File: src/rtl/tcam_pkg.sv
// rtl/tcam_pkg.sv - shared TCAM sizing and match-reader state type
package tcam_pkg;

  localparam int TCAM_ENTRIES = 16;
  localparam int TCAM_IDX_W   = 4;

  typedef enum logic [1:0] {
    IDLE = 2'd0,
    SCAN = 2'd1,
    DONE = 2'd2
  } tcam_rd_state_t;

endpackage

File: src/rtl/tcam_match_reader_if.sv
// rtl/tcam_match_reader_if.sv - search-capture and index-stream bundle; hit_count only with TCAM_MATCH_COUNT_EN
interface tcam_match_reader_if #(
  parameter int ENTRIES = tcam_pkg::TCAM_ENTRIES,
  parameter int IDX_W   = tcam_pkg::TCAM_IDX_W
);

  logic               start;
  logic [ENTRIES-1:0] hits;
  logic               busy;
  logic               index_valid;
  logic [IDX_W-1:0]   index;
  logic               index_ready;
  logic               done;
  logic               no_match;
`ifdef TCAM_MATCH_COUNT_EN
  logic [IDX_W:0]     hit_count;
`endif

  modport master (
    input  start, hits, index_ready,
`ifdef TCAM_MATCH_COUNT_EN
    output hit_count,
`endif
    output busy, index_valid, index, done, no_match
  );

  modport slave (
    output start, hits, index_ready,
`ifdef TCAM_MATCH_COUNT_EN
    input  hit_count,
`endif
    input  busy, index_valid, index, done, no_match
  );

endinterface

File: src/rtl/tcam_lsb_encoder.sv
// rtl/tcam_lsb_encoder.sv - combinational lowest-set-bit finder, shared with the CAM single-hit priority path
module tcam_lsb_encoder #(
  parameter int WIDTH = 16,
  parameter int IDX_W = 4
) (
  input  logic [WIDTH-1:0] vec,
  output logic [IDX_W-1:0] index,
  output logic             any
);

  // Scanning downward lets the lowest set bit be the last assignment to win.
  always_comb begin
    index = '0;
    any   = 1'b0;
    for (int i = WIDTH - 1; i >= 0; i--) begin
      if (vec[i]) begin
        index = IDX_W'(i);
        any   = 1'b1;
      end
    end
  end

endmodule

File: src/rtl/tcam_match_reader.sv
// rtl/tcam_match_reader.sv - captures one CAM hits vector and streams matched indices lowest first
// Optional hit_count popcount output is enabled by defining TCAM_MATCH_COUNT_EN.
module tcam_match_reader
  import tcam_pkg::*;
#(
  parameter int ENTRIES = TCAM_ENTRIES,
  parameter int IDX_W   = TCAM_IDX_W
) (
  input  logic                clk,
  input  logic                reset,
  tcam_match_reader_if.master bus
);

  tcam_rd_state_t     state;
  tcam_rd_state_t     state_next;
  logic [ENTRIES-1:0] pending;
  logic [ENTRIES-1:0] pending_cleared;
  logic [IDX_W-1:0]   lsb_index;
  logic               lsb_any;
  logic               no_match_q;
  logic               accept;
  logic               handshake;

  tcam_lsb_encoder #(
    .WIDTH (ENTRIES),
    .IDX_W (IDX_W)
  ) u_lsb_encoder (
    .vec   (pending),
    .index (lsb_index),
    .any   (lsb_any)
  );

  assign accept          = (state == IDLE) && bus.start;
  assign handshake       = (state == SCAN) && lsb_any && bus.index_ready;
  assign pending_cleared = pending & ~(ENTRIES'(1) << lsb_index);

  always_ff @(posedge clk) begin
    if (reset) begin
      state <= IDLE;
    end else begin
      state <= state_next;
    end
  end

  always_comb begin
    state_next = state;
    case (state)
      IDLE: begin
        if (bus.start) begin
          state_next = (|bus.hits) ? SCAN : DONE;
        end
      end
      SCAN: begin
        if (handshake && (pending_cleared == '0)) begin
          state_next = DONE;
        end
      end
      DONE:    state_next = IDLE;
      default: state_next = IDLE;
    endcase
  end

  // Only the captured copy drives the stream; hits is ignored until the next accepted start.
  always_ff @(posedge clk) begin
    if (reset) begin
      pending    <= '0;
      no_match_q <= 1'b0;
    end else if (accept) begin
      pending    <= bus.hits;
      no_match_q <= ~(|bus.hits);
    end else if (handshake) begin
      pending    <= pending_cleared;
    end
  end

`ifdef TCAM_MATCH_COUNT_EN
  logic [IDX_W:0] hit_count_q;
  logic [IDX_W:0] hits_popcount;

  always_comb begin
    hits_popcount = '0;
    for (int i = 0; i < ENTRIES; i++) begin
      hits_popcount = hits_popcount + {{IDX_W{1'b0}}, bus.hits[i]};
    end
  end

  always_ff @(posedge clk) begin
    if (reset) begin
      hit_count_q <= '0;
    end else if (accept) begin
      hit_count_q <= hits_popcount;
    end
  end

  assign bus.hit_count = hit_count_q;
`endif

  always_comb begin
    bus.busy        = (state != IDLE);
    bus.index_valid = (state == SCAN) && lsb_any;
    bus.index       = lsb_index;
    bus.done        = (state == DONE);
    bus.no_match    = (state == DONE) && no_match_q;
  end

endmodule

File: src/flat_wrapper.sv
// flat-port wrapper written by rule: the top's interface ports become plain ports
module tcam_match_reader_flat import tcam_pkg::*;
#(
  parameter int ENTRIES = TCAM_ENTRIES,
  parameter int IDX_W   = TCAM_IDX_W
)
  (clk, reset, bus_start, bus_hits, bus_index_ready, bus_busy, bus_index_valid, bus_index, bus_done, bus_no_match);
  tcam_match_reader_if #(.ENTRIES(ENTRIES), .IDX_W(IDX_W)) bus_i ();
  input  logic clk;
  input  logic reset;
  input wire logic [$bits(bus_i.start)-1:0] bus_start;
  input wire logic [$bits(bus_i.hits)-1:0] bus_hits;
  input wire logic [$bits(bus_i.index_ready)-1:0] bus_index_ready;
  output wire logic [$bits(bus_i.busy)-1:0] bus_busy;
  output wire logic [$bits(bus_i.index_valid)-1:0] bus_index_valid;
  output wire logic [$bits(bus_i.index)-1:0] bus_index;
  output wire logic [$bits(bus_i.done)-1:0] bus_done;
  output wire logic [$bits(bus_i.no_match)-1:0] bus_no_match;
  assign bus_i.start = bus_start;
  assign bus_i.hits = bus_hits;
  assign bus_i.index_ready = bus_index_ready;
  assign bus_busy = bus_i.busy;
  assign bus_index_valid = bus_i.index_valid;
  assign bus_index = bus_i.index;
  assign bus_done = bus_i.done;
  assign bus_no_match = bus_i.no_match;
  tcam_match_reader #(.ENTRIES(ENTRIES), .IDX_W(IDX_W)) u_core (.clk(clk), .reset(reset), .bus(bus_i));
endmodule
File: config.mk
export PLATFORM = sky130hd
export DESIGN_NAME = tcam_match_reader_flat
export DESIGN_NICKNAME = d
export VERILOG_FILES = /design/src/rtl/tcam_pkg.sv /design/src/rtl/tcam_match_reader_if.sv /design/src/rtl/tcam_lsb_encoder.sv /design/src/rtl/tcam_match_reader.sv /design/src/flat_wrapper.sv
export SDC_FILE = /design/constraint.sdc
export NUM_CORES = 1
export LEC_CHECK = 0
export CAP_MARGIN = 20
export CORE_UTILIZATION = 45
export CTS_BUF_LIST = sky130_fd_sc_hd__clkbuf_4 sky130_fd_sc_hd__clkbuf_8
export DETAILED_ROUTE_END_ITERATION = 7
export PLACE_DENSITY = 0.7
export REMOVE_ABC_BUFFERS = 1
export SYNTH_ARGS = -nofsm -noshare
export SYNTH_HDL_FRONTEND = slang
export SYNTH_SLANG_ARGS = --single-unit
File: constraint.sdc
create_clock -name clk -period 2.9 [get_ports clk]
set_input_delay 0.435 -clock clk [delete_from_list [all_inputs] [get_ports clk]]
set_output_delay 0.435 -clock clk [all_outputs]
set_load 0.01 [all_outputs]
* Yosys cells after proc, flatten, opt, wreduce, memory -nomap -nowiden
Index checks and enable logic that the tools add are counted.
** Word-level totals
- Word-level logic and storage cells :: 60
- Output and inout bits :: 8
- Bits of input ports :: 20
- Flip-flop bits (word level) :: 19
** Cells by class
- Reduce and logical (&&, ||, !) cells :: 11
- Bitwise gates (word level) :: 3
- Equality and inequality tests :: 4
- Shifts and indexed selects :: 1
- Multiplexer cells :: 38
** Operator list (number)
- $mux W4 :: 16
- $mux W16 :: 2
- $and A16 B16 Y16 :: 1
- $logic_not A16 Y1 :: 1
- $mux W1 :: 16
- $not A16 Y16 :: 1
- $reduce_or A16 Y1 :: 1
- $shl A1 B4 Y16 const A :: 1
- $mux W2 :: 3
- $logic_and A1 B1 Y1 :: 5
- $pmux W2 S2 :: 1
- $reduce_bool A2 Y1 :: 2
- $eq A2 B1 Y1 const B :: 1
- $eq A2 B2 Y1 const B :: 1
- $logic_not A2 Y1 :: 1
- $ne A2 B1 Y1 const B :: 1
- $ne A2 B2 Y1 const B :: 1
- $reduce_and A2 Y1 :: 1
- $not A1 Y1 :: 1

* Logic depth before layout (Yosys ltp)
- Word-level depth :: 23
- Gate-level depth with buffers :: 10
- Depth with buffers taken out :: 8

* Hierarchy
A second synthesis with hierarchy kept.
** Second synthesis, totals
- Cell total of the unflattened synthesis :: 186
- Area, all modules :: 1330.0 sq um
** By module, submodules not included
- tcam_match_reader :: sequential area each 380.4 sq um, area each 1151.1 sq um, cells an instance 153, instances 1
- tcam_lsb_encoder :: sequential area each 0.0 sq um, area each 178.9 sq um, cells an instance 33, instances 1

* Worst setup path after synthesis
No wires, ideal clock.
- Path kind :: reg2reg
- Start :: reg u_core.pending[7]
- End :: reg u_core.state[1]
- Required time :: 2821 ps
- Setup time :: 79 ps
- Period minus slack after synthesis :: 2053 ps
- Arrival :: 1974 ps
- Path slack :: 847 ps
- Cell stages (with the launch flop) :: 10
- Path buffers :: 1
- Cell sequence :: dfxtp_1 buf_2 or2_1 a211oi_1 o22ai_1 a211o_1 or3_1 a21oi_1 nand4_1 a211oi_2
** On the way
- Cells in the longest elaborated chain, start to end :: 15
- Elaborated cells on any way between the ends :: 25
- Classes of those cells :: eq/ne: 1; shift: 1; mux: 16; bitwise: 2; reduce/logical: 5
** RTL lines
- start: declaration :: line tcam_match_reader.sv:16 : logic [ENTRIES-1:0] pending;
- start signal: assignment :: line tcam_match_reader.sv:69 : pending <= bus.hits;
- start signal: assignment :: line tcam_match_reader.sv:72 : pending <= pending_cleared;
- $mux W4 (8 in series) :: line tcam_lsb_encoder.sv:16 : if (vec[i]) begin
- $shl A1 B4 Y16 :: line tcam_match_reader.sv:35 : assign pending_cleared = pending & ~(ENTRIES'(1) << lsb_index);
- $not A16 Y16 :: line tcam_match_reader.sv:35
- $and A16 B16 Y16 :: line tcam_match_reader.sv:35
- $logic_not A16 Y1 :: line tcam_match_reader.sv:54 : if (handshake && (pending_cleared == '0)) begin
- $logic_and A1 B1 Y1 (*) :: line tcam_match_reader.sv:54
- $ne A2 B1 Y1 (no line) (*)
- $reduce_and A2 Y1 (no line) (*)
- end signal: assignment :: line tcam_match_reader.sv:41 : state <= state_next;
- end: declaration :: line tcam_match_reader.sv:14 : tcam_rd_state_t state;
Mark *: on every way between the ends. The rest lies on a longest branch, timed or not.
A chain may end at the register's enable or synchronous reset.

* Worst setup path after layout
- Start :: reg u_core.pending[15]
- End :: out bus_index[1]
** On the way
- Cells in the longest elaborated chain, start to end :: 16
** RTL lines
- $mux W4 (16 in series) :: line tcam_lsb_encoder.sv:16
- end: declaration :: line flat_wrapper.sv:16 : output wire logic [$bits(bus_i.index)-1:0] bus_index;
Every way passes these cells.

==> impl_metrics.env <==
export IMPL_status="completed"
export IMPL_place_gp_congestion=1.00
export IMPL_synthTopCellsByCount="nand2_1, a21oi_1, nor2_1, dfxtp_1, o21ai_0"
export IMPL_nNetsFinal=246
export IMPL_final_util_pct=59.9
export IMPL_tns_ns=0
export IMPL_hold_viol=0
export IMPL_period_minus_slack_ns=2.82
export IMPL_layout_drive_gt1_share_pct=13.3
export IMPL_h_tree_depth=1
export IMPL_hp_class="flop to flop"
export IMPL_hold_buffers=0
export IMPL_ios=28
export IMPL_place_detailed_hpwl_um=3670
export IMPL_path_max_fanout=6
export IMPL_drt_first_pass_iters=4
export IMPL_synth_area_leaders="dfxtp_1, a21oi_1, o21ai_0, nand2_1, nor2_1"
export IMPL_antenna_cells=0
export IMPL_fin_skew_ns=0.00237
export IMPL_muxShareOfSynthArea_pct=0
export IMPL_slew_headroom_pct=49.6
export IMPL_antenna_found_initial=0
export IMPL_p_leak_nw=0.655
export IMPL_start_util_pct=48.5
export IMPL_maxSlewViolCount=0
export IMPL_nFillCells=322
export IMPL_cts_tree="yes"
export IMPL_synth_edff_count=0
export IMPL_ant_nets=0
export IMPL_yosys_warnings=0
export IMPL_critPathKind="flop to output port"
export IMPL_vias=1755
export IMPL_cpMostUsedCell="nor3_1"
export IMPL_ys_ff_latch=19
export IMPL_cp_end_kind="output port"
export IMPL_maxCapViolations=0
export IMPL_max_freq_ghz=0.355
export IMPL_clk_latency_ns=0.31
export IMPL_critPathLaunchType="flop"
export IMPL_numCtsBuffers=3
export IMPL_finalPower_mw=0.853
export IMPL_portBuffers=27
export IMPL_avgViaCountPerCell=6.52
export IMPL_syn_area_per_cell_um2=7.45
export IMPL_finalCritPeriodShare_pct=97.1
export IMPL_synthArstFlopShare_pct=0
export IMPL_synth_top_area_share_pct=25.3
export IMPL_mappedNetlistArea_um2=1500
export IMPL_clk_path_buf_depth=2
export IMPL_powerDensity_nw_per_um2=459
export IMPL_syn2layout_area_growth_pct=23.6
export IMPL_initialDrtViolationCount=150
export IMPL_grt_max_degree=20
export IMPL_grt_overflow_total=0
export IMPL_synth_most_common_cell="nand2_1"
export IMPL_synth_compound_area_share_pct=32.3
export IMPL_clockRootBuffer="clkbuf_4"
export IMPL_grt_pass1_wl_um=7920
export IMPL_clkTransAtPathRegs_ns=0.12
export IMPL_core_region_area_um2=3100
export IMPL_wire_per_inst_um=18.3
export IMPL_postLayoutCellArea_um2=1860
export IMPL_arrival_ns=2.38
export IMPL_holdWs_ns=0.458
export IMPL_synth_ff_type="dfxtp_1"
export IMPL_cts_setup_buffers=0
export IMPL_placed_area_um2=1810
export IMPL_synth_xor_area_share_pct=0
export IMPL_slowest_stage="clkdlybuf4s50_1"
export IMPL_placementRows=20
export IMPL_synth_seq_area_share_pct=25.3
export IMPL_synth_cells=202
export IMPL_tightest_slew_ns=0.753
export IMPL_synth_top_area_cell="dfxtp_1"
export IMPL_setup_viol=0
export IMPL_grt_pass1_vias=1567
export IMPL_synth_simple_area_share_pct=37.3
export IMPL_crit_path_cell_trace="nor2_1 > o311ai_2 > and2_1 > nor3_1 > nor3_1 > clkdlybuf4s50_1"
export IMPL_synth_cell_types=55
export IMPL_fp_dieH_um=59.8
export IMPL_grt_usage_pct=29.7
export IMPL_fp_dieW_um=59.8
export IMPL_peakVddDrop_mv=0.305
export IMPL_worstPathRequired_ns=2.47
export IMPL_route_detailed_drc=0
export IMPL_totalWireLength_um=4940
export IMPL_synth_top_family_by_area="simple AND/OR/NAND/NOR gates"
export IMPL_cts_repair_resized=0
export IMPL_synthAdderAreaFrac_pct=0
export IMPL_clock_sinks=19
export IMPL_die_area_um2=3580
export IMPL_slowest_delay_ns=0.60
-- flip-flops by register name, indices dropped and copies added, names as in the netlist --
name and cells:
u_core.pending 16, u_core.state 2, u_core.no_match_q 1
-- through the flow --
stage / setup slack (ns) / instances
after floorplan: 0.701 / 189
after global placement: 0.301 / 265
after detailed placement: 0.349 / 265
after CTS: 0.00481 / 269
after global routing: -0.0158 / 269
final: 0.0833 / 269
-- worst max-delay path: cells and delay by family (launching register included) --
kind	cells	cell delay, ns
buffers and inverters	1	0.60
and+or+nand+nor	4	0.70
AOI/OAI and AO/OA	1	0.29
DFF	1	0.48
-- layer usage --
metal / global-route usage, % / part of all wire [%] / routed length, um / up-vias
li1: - / - / - / 812
met1: 45.9 / 43 / 2140 / 820
met2: 41.4 / 45 / 2230 / 112
met3: 3.90 / 9.8 / 484 / 11
met4: 9.97 / 1.6 / 81 / 0
met5: 0 / 0 / 0 / -
-- path summary, 6_finish.rpt --
path	start	end	slack, ns	cells after the start
max	u_core.pending[15]	bus_index[1]	0.08	6
min reg2reg	u_core.no_match_q	u_core.no_match_q	0.46	2
min	u_core.no_match_q	u_core.no_match_q	0.46	2
max reg2reg	u_core.pending[1]	u_core.state[0]	0.37	8
-- logic make-up (layout without fill, tap and decap cells) --
kind of cell	Yosys count	after routing
buf+inv	17	40
compound gates	70	70
flops	19	19
simple gates	96	96
-- layout make-up --
| type | instances | area [um^2] | share of cell area [%] |
|---|---|---|---|
| Sequential cell | 19 | 384 | 20.7 |
| Clock inverter | 1 | 5.00 | 0.269 |
| Inverter | 4 | 15.0 | 0.808 |
| Tap cell | 44 | 55.1 | 2.96 |
| Clock buffer | 3 | 22.5 | 1.21 |
| Multi-Input combinational cell | 166 | 1070 | 57.5 |
| Timing Repair Buffer | 32 | 308 | 16.6 |
-- power by group --
part	switching (mW)	leakage (nW)	internal, mW
Sequential	0.0431	0.157	0.279
Clock	0.0939	0.0177	0.0517
Combinational	0.213	0.480	0.173
Total	0.350	0.655	0.503
-- cell usage in the layout, fill, tap and decap left out, drive strengths merged, types with 7 or more instances in the layout --
cell type / netlist / routed
o21ai: 16 / 16
a21oi: 20 / 20
nor4: 7 / 7
nor3: 10 / 10
a22oi: 8 / 8
nand2: 22 / 22
nor2: 21 / 21
clkdlybuf4s50: 0 / 27
dfxtp: 19 / 19
No activity file was read; power rests on OpenSTA's default activity.
